===== src/rtl/sub_slice_sequencer.sv =====
// Multi-cycle wide subtractor that reuses one 3-bit ripple-borrow slice,
// LSB slice first, with a valid/ready handshake on both sides.

module full_sub_3bit (
    input  logic [2:0] a,
    input  logic [2:0] b,
    input  logic       bi,
    output logic [2:0] sub,
    output logic       bo
);
    logic [3:0] chain;

    always_comb begin
        chain    = '0;
        chain[0] = bi;
        sub      = '0;
        for (int i = 0; i < 3; i++) begin
            sub[i]       = a[i] ^ b[i] ^ chain[i];
            chain[i + 1] = (~a[i] & b[i]) | (~(a[i] ^ b[i]) & chain[i]);
        end
        bo = chain[3];
    end
endmodule

module sub_slice_sequencer #(
    parameter int NSLICE = 4
) (
    input  logic                  clk,
    input  logic                  rst_n,
    input  logic                  in_valid,
    output logic                  in_ready,
    input  logic [3*NSLICE-1:0]   a,
    input  logic [3*NSLICE-1:0]   b,
    input  logic                  bi,
    output logic                  out_valid,
    input  logic                  out_ready,
    output logic [3*NSLICE-1:0]   diff,
    output logic                  bo
);
    localparam int W  = 3 * NSLICE;
    localparam int CW = (NSLICE > 1) ? $clog2(NSLICE) : 1;
    localparam logic [CW-1:0] LAST = CW'(NSLICE - 1);

    typedef enum logic [1:0] {IDLE, RUN, DONE} state_t;

    state_t        state;
    logic [W-1:0]  a_reg;
    logic [W-1:0]  b_reg;
    logic          bi_reg;
    logic          borrow_reg;
    logic [CW-1:0] cnt;
    logic [W-1:0]  diff_acc;

    logic [2:0]    slice_a;
    logic [2:0]    slice_b;
    logic          slice_bi;
    logic [2:0]    slice_sub;
    logic          slice_bo;
    logic [W-1:0]  merged;
    int            idx;

    assign in_ready = (state == IDLE);

    // Select the active 3-bit window and fold the new slice result into the accumulator.
    always_comb begin
        idx      = int'(cnt);
        slice_a  = a_reg[3*idx +: 3];
        slice_b  = b_reg[3*idx +: 3];
        slice_bi = (cnt == '0) ? bi_reg : borrow_reg;
        merged   = diff_acc;
        merged[3*idx +: 3] = slice_sub;
    end

    full_sub_3bit u_slice (
        .a   (slice_a),
        .b   (slice_b),
        .bi  (slice_bi),
        .sub (slice_sub),
        .bo  (slice_bo)
    );

    always_ff @(posedge clk or negedge rst_n) begin
        if (!rst_n) begin
            state      <= IDLE;
            a_reg      <= '0;
            b_reg      <= '0;
            bi_reg     <= 1'b0;
            borrow_reg <= 1'b0;
            cnt        <= '0;
            diff_acc   <= '0;
            diff       <= '0;
            bo         <= 1'b0;
            out_valid  <= 1'b0;
        end else begin
            case (state)
                IDLE: begin
                    if (in_valid) begin
                        a_reg  <= a;
                        b_reg  <= b;
                        bi_reg <= bi;
                        cnt    <= '0;
                        state  <= RUN;
                    end
                end
                RUN: begin
                    diff_acc   <= merged;
                    borrow_reg <= slice_bo;
                    if (cnt == LAST) begin
                        diff      <= merged;
                        bo        <= slice_bo;
                        out_valid <= 1'b1;
                        state     <= DONE;
                    end else begin
                        cnt <= cnt + 1'b1;
                    end
                end
                DONE: begin
                    // Result stays put until the consumer takes it; no new accept here.
                    if (out_ready) begin
                        out_valid <= 1'b0;
                        state     <= IDLE;
                    end
                end
                default: state <= IDLE;
            endcase
        end
    end
endmodule


===== config.mk =====
export PLATFORM = sky130hd
export DESIGN_NAME = sub_slice_sequencer
export DESIGN_NICKNAME = d
export VERILOG_FILES = /design/src/rtl/sub_slice_sequencer.sv
export SDC_FILE = /design/constraint.sdc
export NUM_CORES = 1
export LEC_CHECK = 0
export ABC_CLOCK_PERIOD_IN_PS = 9300
export CAP_MARGIN = 20
export CORE_ASPECT_RATIO = 1.75
export CORE_UTILIZATION = 35
export CTS_CLUSTER_DIAMETER = 60
export DETAILED_ROUTE_END_ITERATION = 8
export GPL_TIMING_DRIVEN = 0
export SETUP_SLACK_MARGIN = 0.2
export SLEW_MARGIN = 15
export SYNTH_ARGS = -nofsm -noshare
export SYNTH_HDL_FRONTEND = slang
export SYNTH_SLANG_ARGS = --single-unit

===== constraint.sdc =====
create_clock -name clk -period 9.3 [get_ports clk]
set_clock_uncertainty 0.2 [all_clocks]
set_input_delay 1.86 -clock clk [delete_from_list [all_inputs] [get_ports clk]]
set_output_delay 1.86 -clock clk [all_outputs]
set_load 0.03 [all_outputs]

; ---- Word level (Yosys, flattened, before mapping)
; Cells that the tools add are included.
[word_totals]
regBits = 56
inputBits = 29
out_inout_bits = 15
elab_cells = 66
[op_classes]
add_sub_neg = 2
n_mul = 1
eq_ne = 7
n_shift = 4
mux = 12
bitwise_logic = 21
reduce_logical = 9
[op_table]
columns = op, n
row1 = $shiftx A12 B32 Y3, 2
row2 = $neg A4 Y33, 1
row3 = $shift A3 B33 Y12 const A, 1
row4 = $shiftx A3 B33 Y12, 1
row5 = $bwmux W12, 1
row6 = $mux W2, 5
row7 = $reduce_and A3 Y1, 3
row8 = $ne A2 B2 Y1 const B, 4
row9 = $and A1 B1 Y1, 6
row10 = $not A1 Y1, 6
row11 = $pmux W2 S3, 1
row12 = $xor A1 B1 Y1, 6
row13 = $eq A2 B2 Y1 const B, 2
row14 = $logic_not A2 Y1, 2
row15 = $mul A2 B2 Y4 const A, 1
row16 = $pmux W2 S2, 1
row17 = $reduce_and A2 Y1, 2
row18 = $reduce_bool A2 Y1, 2
row19 = $mux W1, 3
row20 = $or A1 B1 Y1, 3
row21 = $add A2 B1 Y2 const B, 1
row22 = $eq A2 B1 Y1 const B, 1
row23 = $pmux W1 S2, 1

; ---- Depth between registers and ports, before layout
; Gate-level depths: netlist of the first run.
[depth]
word_depth = 11
depth_mapped = 10
ltp_nobuf = 9

; ---- By module
; From an unflattened synthesis of the first run, not the netlist that was laid out.
[unflattened]
hier_cells = 212
area_unflattened_um2 = 2583.7
[modules_own_cells]
columns = mod, n_inst, cells_each, area_each_um2, seq_area_each_um2
row1 = sub_slice_sequencer, 1, 201, 2493.6, 1401.3
row2 = full_sub_3bit, 1, 11, 90.1, 0.0

; ---- Least setup slack after synthesis of the first run
; No wires, ideal clock.
[synth_timing]
path_type = reg2reg
start = register cnt[0]
end = register diff_acc[2]
setup_time_ps = 66
arrival_time_ps = 2858
t_required_ps = 9034
path_slack_ps = 6176
stages_incl_launch_ff = 9
path_buffers = 1
period_less_slack_ps = 3124
path_cell_list = dfrtp_1 -> buf_2 -> mux4_2 -> fa_1 -> fa_1 -> inv_1 -> fa_1 -> nor2b_1 -> a22o_1
[synth_via]
elab_chain_cells = 11
elab_cells_between_ends = 25
cone_classes = add/sub: 1 / mul: 1 / shift: 4 / mux: 2 / bitwise: 16 / reduce/logical: 1
[synth_rtl]
columns = item, line_no
row1 = start: declaration, 51  ; logic [CW-1:0] cnt;
row2 = start signal: assignment, 114  ; cnt <= cnt + 1'b1;
row3 = $mul A2 B2 Y4, "67, 68, 71"
row4 = "$shiftx A12 B32 Y3, on equally long branches", "67, 68"
row5 = $xor A1 B1 Y1, "18, 19"
row6 = $not A1 Y1, 19  ; chain[i + 1] = (~a[i] & b[i]) | (~(a[i] ^ b[i]) & chain[i]);
row7 = $and A1 B1 Y1, 19
row8 = $or A1 B1 Y1, 19
row9 = $and A1 B1 Y1, 19
row10 = $or A1 B1 Y1, 19
row11 = $xor A1 B1 Y1, 18  ; sub[i] = a[i] ^ b[i] ^ chain[i];
row12 = $shiftx A3 B33 Y12, 71  ; merged[3*idx +: 3] = slice_sub;
row13 = $bwmux W12 *, 71
row14 = end signal: assignment, 106  ; diff_acc <= merged;
row15 = end: declaration, 52  ; logic [W-1:0] diff_acc;
; Every way passes the cells marked *; elsewhere a longest branch is shown, timed or not.
; A chain may end at the register's enable or synchronous reset.

; ---- Worst setup path in the final report of the first run
[layout_timing]
start = register state[0]
end = output in_ready
[layout_via]
elab_chain_cells = 1
[layout_rtl]
columns = item, line_no
row1 = start: declaration, 46  ; state_t state;
row2 = start signal: assignment, 84  ; state <= IDLE;
row3 = start signal: assignment, 102  ; state <= RUN;
row4 = start signal: assignment, 112  ; state <= DONE;
row5 = $logic_not A2 Y1, 62  ; assign in_ready = (state == IDLE);
row6 = end: declaration, 31  ; output logic in_ready,
; No other way between the ends.

==> results of run 1 <==
[report_power, final]
group / internal, uW / switching (uW) / leakage (uW)
Combinational: 341 / 388 / 0.000634
Sequential: 364 / 64.9 / 0.000687
Clock: 127 / 81.9 / 0.0000808
Total: 832 / 535 / 0.00140
[kinds of logic after synthesis]
kind of cell | after synthesis | synth area share, %
AOI/OAI and AO/OA | 36 | 9.247
adders and majority gates | 9 | 5.148
buffers and inverters | 20 | 4.051
DFF | 56 | 53.38
muxes | 35 | 17.54
and+or+nand+nor | 47 | 10.63
[stage by stage]
stage	power, uW	worst slack, ns
floorplan	945.3	6.176
global placement	1171	4.385
detailed placement	1182	5.609
CTS	1395	5.677
global route	1492	5.591
finish	1367	5.693
[Yosys cell counts]
| library cell | n |
|---|---|
| dfrtp_1 | 56 |
| mux2_2 | 27 |
| a21oi_1 | 18 |
| nor2_1 | 15 |
| nor2b_1 | 9 |
| a32o_1 | 8 |
| inv_1 | 8 |
| nand2b_1 | 8 |
| nand2_1 | 7 |
| ha_1 | 6 |
| mux4_2 | 6 |
| a22o_1 | 4 |
| a31oi_1 | 4 |
| buf_2 | 4 |
| buf_1 | 3 |
| buf_6 | 3 |
| fa_1 | 3 |
| and4bb_2 | 2 |
| and2b_1 | 1 |
| and3b_1 | 1 |
| and4b_1 | 1 |
| and4bb_1 | 1 |
| buf_4 | 1 |
| clkbuf_1 | 1 |
| mux2_1 | 1 |
| mux2i_1 | 1 |
| nor3b_1 | 1 |
| nor3b_4 | 1 |
| o21ai_0 | 1 |
| o31ai_1 | 1 |
[area by class of cell]
class	count	area [um2]	share of cell area [%]
Clock inverter	2	35.03	1.054
Timing Repair Buffer	43	427.9	12.87
Clock buffer	6	128.9	3.877
Inverter	8	30.03	0.9033
Sequential cell	56	1401	42.15
Buffer	12	76.32	2.296
Multi-Input combinational cell	127	1117	33.61
Tap cell	86	107.6	3.237
[path summary, 6_finish.rpt]
kind	from	end	slack (ns)	cells after the start
max reg2reg	cnt[0]	diff_acc[5]	5.81	8
max	state[0]	in_ready	5.69	2
min in group asynchronous	rst_n	b_reg[3]	1.41	1
min reg2reg	diff_acc[3]	diff_acc[3]	0.28	1
max in group asynchronous	rst_n	cnt[1]	7.03	1
min	diff_acc[3]	diff_acc[3]	0.28	1
[metal layers]
| layer | vias up | GRT usage, % | part of all wire [%] |
|---|---|---|---|
| li1 | 816 | - | - |
| met1 | 826 | 16.81 | 38 |
| met4 | 0 | 7.234 | 2.2 |
| met3 | 7 | 3.418 | 3.8 |
| met2 | 35 | 26.53 | 56 |
| met5 | - | 0 | 0 |
[critical path, stage by stage, from the launching register on]
cell and delay [ns]:
dfrtp_1 0.46, nor2_1 0.13, clkdlybuf4s50_1 0.67
==> results.md, run 1 <==
- Status: completed
- Synthesized flop and latch total: 56
- Final WL: 4946 um
- H-tree Lvls: 2
- Starting Density: 36.29%
- Post-synth top area cell: dfrtp_1
- Post-CTS Setup Repair Bufs: 0
- Most common cell after layout, fill and taps aside: dfrtp_1
- Initial DRC Count: 37
- Fin area: 3324 um2
- Total GRT Usage: 15.17%
- Initial antenna violation count: 0
- Share of the synthesized area in the top cell type: 53.38%
- Root Driver: clkbuf_16
- Commonest cells after routing, fill and taps aside: 56 x dfrtp_1, 42 x clkdlybuf4s50_1, 27 x mux2_2
- Pleak: 0.001402 uW
- Port Buffers: 43
- Die area: 7864 um2
- Routability cong.: 0.7531
- Crit share post-route: 38.79%
- Num CTS Buffers: 5
- Worst EP required: 7.24 ns
- Layout fillers: 694
- PwrDens: 411.3 nW/um2
- Non-Filler Instances: 340
- Clock Latency Late Sink: 0.30 ns
- Critical path class: reg2out
- Max Slew Vio Count: 0
- WHS: 0.2843 ns
- # nets final: 291
- Ys Warns: 0
- Via count: 1,684
- DPL Wire Length: 3723 um
- Library cells used by synthesis: 30
- Slew HR: 53.74%
- # hold bufs at CTS: 0
- Layout cell share with drive strength beyond 1: 20.47%
- CTS tree: yes
- Register area share after synthesis: 53.38%
- Die Wd: 67.47 um
- Worst vdd ir: 0.1478 mV
- HP Class: reg2reg
- Top post-synthesis cells by area: dfrtp_1 53%, mux2_2 12%, mux4_2 5.1%
- TritonRoute pass-1 iters: 5
- Syn avg cell area: 12.93 um2
- Largest net degree at the start of global routing: 57
- RSZ-0062 raised after global routing: false
- # resized after CTS: 0
- Die Ht: 116.6 um
- Wire per inst: 14.55 um
- Post-route ant nets: 0
- Post-DP Area: 3161 um2
- Ports: 44
- Critical path endpoint category: output pin
- Synthesized instance count: 203
- Util after Layout: 45.96%
- Worst-Margin Slew: 0.6939 ns
- Worst-path clk slew: 0.07 ns
- Vias per cell: 4.953
- Vias in the first global route: 1,755
- Fmax: 0.2772 GHz
- Max_cap viols: 0
- Total grt overflow: 0
- Rows: 41
- CORE AREA: 7233 um2
- Final setup fails: 0
- Clock tree buffer depth: 2
- Crit-path max FO: 7
- First-pass GRT wire length: 8652 um
- Min Clock Period, post-route: 3.607 ns
- Post-Syn Area: 2625 um2
- Area Overhead vs Synth: 26.64%
- Clock Sinks: 56
- Post-Place Cells: 332
- Startpoint types: register
- Remaining DRCs: 0
- Ant. Diodes: 0
- Arr. time, crit path: 1.55 ns
- Final Hold Vio Count: 0
- Fin Setup TNS: 0 ns
- Syn_nets: 241
(Power assumes the default switching activity.)
==> run 2: changes to the inputs <==
ABC_CLOCK_PERIOD_IN_PS = 3800   (was 9300)
clock period = 3.8 ns   (was 9.3 ns; I/O delays follow)
==> run 2 against run 1 <==
Effect of this change:
- sequential share of layout area hardly changed
- cell count did not move
- die area stayed put
- combinational power grew 150%
- critical path depth is 6 higher
- utilization about the same
- global-route usage stayed put
- sequential power increased by 140%
- count of clock-buffer cells in the layout stayed put
- first-iteration DRC count unchanged
- critical endpoint is now diff_acc[5]
- highest routed layer unchanged
==> results.md, run 2 (synthesized netlist as in run 1, its figures left out) <==
- Pwr Total: 3360 uW (+150%)
- Final WL: 4950 um (about the same)
- Port Buffers: 43 (unchanged)
- Final setup fails: 0 (unchanged)
- Worst Slack Setup Final: 0.4089 ns (-5.284 ns)
- Starting Density: 36.29% (unchanged)
- Final Hold Vio Count: 0 (unchanged)
- Commonest cells after routing, fill and taps aside: 56 x dfrtp_1, 42 x clkdlybuf4s50_1, 27 x mux2_2
- GRT met1 Usage: 16.81% (unchanged)
- Total GRT Usage: 15.17% (unchanged)
- Vias per cell: 4.944 (-0.18%)
- P_sw: 1316 uW (+150%)
- Met2 GRT Util: 26.53% (unchanged)
- Max Slew Vio Count: 0 (unchanged)
- Crit-path max FO: 10 (+3)
- Slew HR: 53.81% (+0.072 points)
- Remaining DRCs: 0 (unchanged)
- Int Pwr: 2044 uW (+150%)
- H-tree Lvls: 2 (unchanged)
- Ant. Diodes: 0 (unchanged)
- Layout fillers: 695 (+0.14%)
- Area Overhead vs Synth: 26.74% (about the same)
- Arr. time, crit path: 3.43 ns (+1.88 ns)
- Root Driver: clkbuf_16
- Fmax: 0.2949 GHz
- Initial DRC Count: 37 (unchanged)
- Clock tree buffer depth: 2 (unchanged)
- First-pass GRT wire length: 8652 um (unchanged)
- Util after Layout: 46.00% (about the same)
- Worst EP required: 3.84 ns (-3.40 ns)
- Min Clock Period, post-route: 3.391 ns
- Die Ht: 116.6 um (unchanged)
- Seq pwr share: 31.3% (about the same)
- CTS tree: yes
- DPL Wire Length: 3723 um (unchanged)
- Post-DP Area: 3161 um2 (unchanged)
- Die Wd: 67.47 um (unchanged)
- Combinational share of power: 53.5% (about the same)
- Pleak: 0.001403 uW (about the same)
- Switch share: 39.17% (about the same)
- Status: completed
- Fin area: 3327 um2 (about the same)
- Vias in the first global route: 1,755 (unchanged)
- Busiest grt layer: met2
- Wire per inst: 14.56 um (about the same)
- Dpl ws: 0.2599 ns (-5.349 ns)
- TritonRoute pass-1 iters: 5 (unchanged)
- # hold bufs at CTS: 0 (unchanged)
- Most common cell after layout, fill and taps aside: dfrtp_1
- Startpoint types: register
- HP Class: reg2reg
- Crit share post-route: 89.24%
- Worst vdd ir: 0.3616 mV (+140%)
- Worst-Margin Slew: 0.6928 ns (-0.001082 ns)
- PwrDens: 1010 nW/um2 (+150%)
- Via count: 1,681 (-0.18%)
- CORE AREA: 7233 um2 (unchanged)
- Total grt overflow: 0 (unchanged)
- Largest net degree at the start of global routing: 57 (unchanged)
- Worst-path clk slew: 0.07 ns (about the same)
- RSZ-0062 raised after global routing: false
- Clock power frac: 15.2% (about the same)
- Rows: 41 (unchanged)
- Critical path class: reg2reg
- Clock Latency Late Sink: 0.30 ns (about the same)
- Routability cong.: 0.7531 (unchanged)
- Num CTS Buffers: 5 (unchanged)
- Die area: 7864 um2 (unchanged)
- Met3 usage: 3.418% (unchanged)
- Post-route ant nets: 0 (unchanged)
- Ports: 44 (unchanged)
- Max_cap viols: 0 (unchanged)
- Initial antenna violation count: 0 (unchanged)
- Clock Sinks: 56 (unchanged)
- Critical path endpoint category: register
- Layout cell share with drive strength beyond 1: 20.87% (+0.39 points)
- # nets final: 291 (unchanged)
-- run 2: changes by cell type in the layout (fill, tap and decap cells not counted) --
cell and change:
nor2b_1 -1, nor2b_2 +1
-- run 2: per-stage QoR --
| step | TNS, ns | hold slack, ns | std cells |
|---|---|---|---|
| 6_report | 0 | 0.2843 | 340 |
| 4_1_cts | 0 | 0.2889 | 340 |
| 3_5_place_dp | 0 | 0.2734 | 332 |
| 2_1_floorplan | 0 | 0.2533 | 203 |
| 3_3_place_gp | -0.6255 | 0.2679 | 332 |
| 5_1_grt | 0 | 0.2965 | 340 |
-- run 2: routing by layer --
layer	vias to the layer above	share of wire [%]	routed length [um]
met5	-	0	0
met4	0	2.2	111
met3	7	3.8	189
met2	35	56	2769
met1	823	38	1879
li1	816	-	-
-- run 2: layout make-up --
class                           instances  area (um2)  area share [%]
Clock inverter                          2       35.03           1.053
Timing Repair Buffer                   43       427.9           12.86
Clock buffer                            6       128.9           3.874
Tap cell                               86       107.6           3.234
Inverter                                8       30.03          0.9026
Sequential cell                        56        1401           42.12
Multi-Input combinational cell        127        1120           33.66
Buffer                                 12       76.32           2.294
-- run 2: repair_timing --
action / in CTS / in global routing
resized for setup: 0 / 1
endpoints found under the setup margin: 0 / 4
setup buffers: 0 / 0
-- run 2: final timing paths --
| kind | startpoint | end | slack, ns | cells past startpoint |
|---|---|---|---|---|
| setup / recovery | cnt[0] | diff_acc[5] | 0.41 | 8 |
| hold / removal | diff_acc[3] | diff_acc[3] | 0.28 | 1 |
| setup reg to reg | cnt[0] | diff_acc[5] | 0.41 | 8 |
| hold reg to reg | diff_acc[3] | diff_acc[3] | 0.28 | 1 |
| max in group asynchronous | rst_n | cnt[1] | 2.63 | 1 |
| min in group asynchronous | rst_n | b_reg[3] | 0.31 | 1 |
-- run 2: power groups by stage --
stage	Combinational (uW)	Sequential (uW)	Clock [uW]
global route	2010	1100	556
floorplan	1140	1170	0
detailed placement	1820	1070	0
global placement	1810	1050	0
finish	1800	1050	510
CTS	1830	1060	528
-- run 2: critical path, cell delays in order, from the launching register on --
cell and delay (ns):
dfrtp_1 0.43, buf_2 0.32, mux4_2 0.57, fa_1 0.45, fa_1 0.37, inv_1 0.08, fa_1 0.49, nor2b_2 0.25
a22o_1 0.18
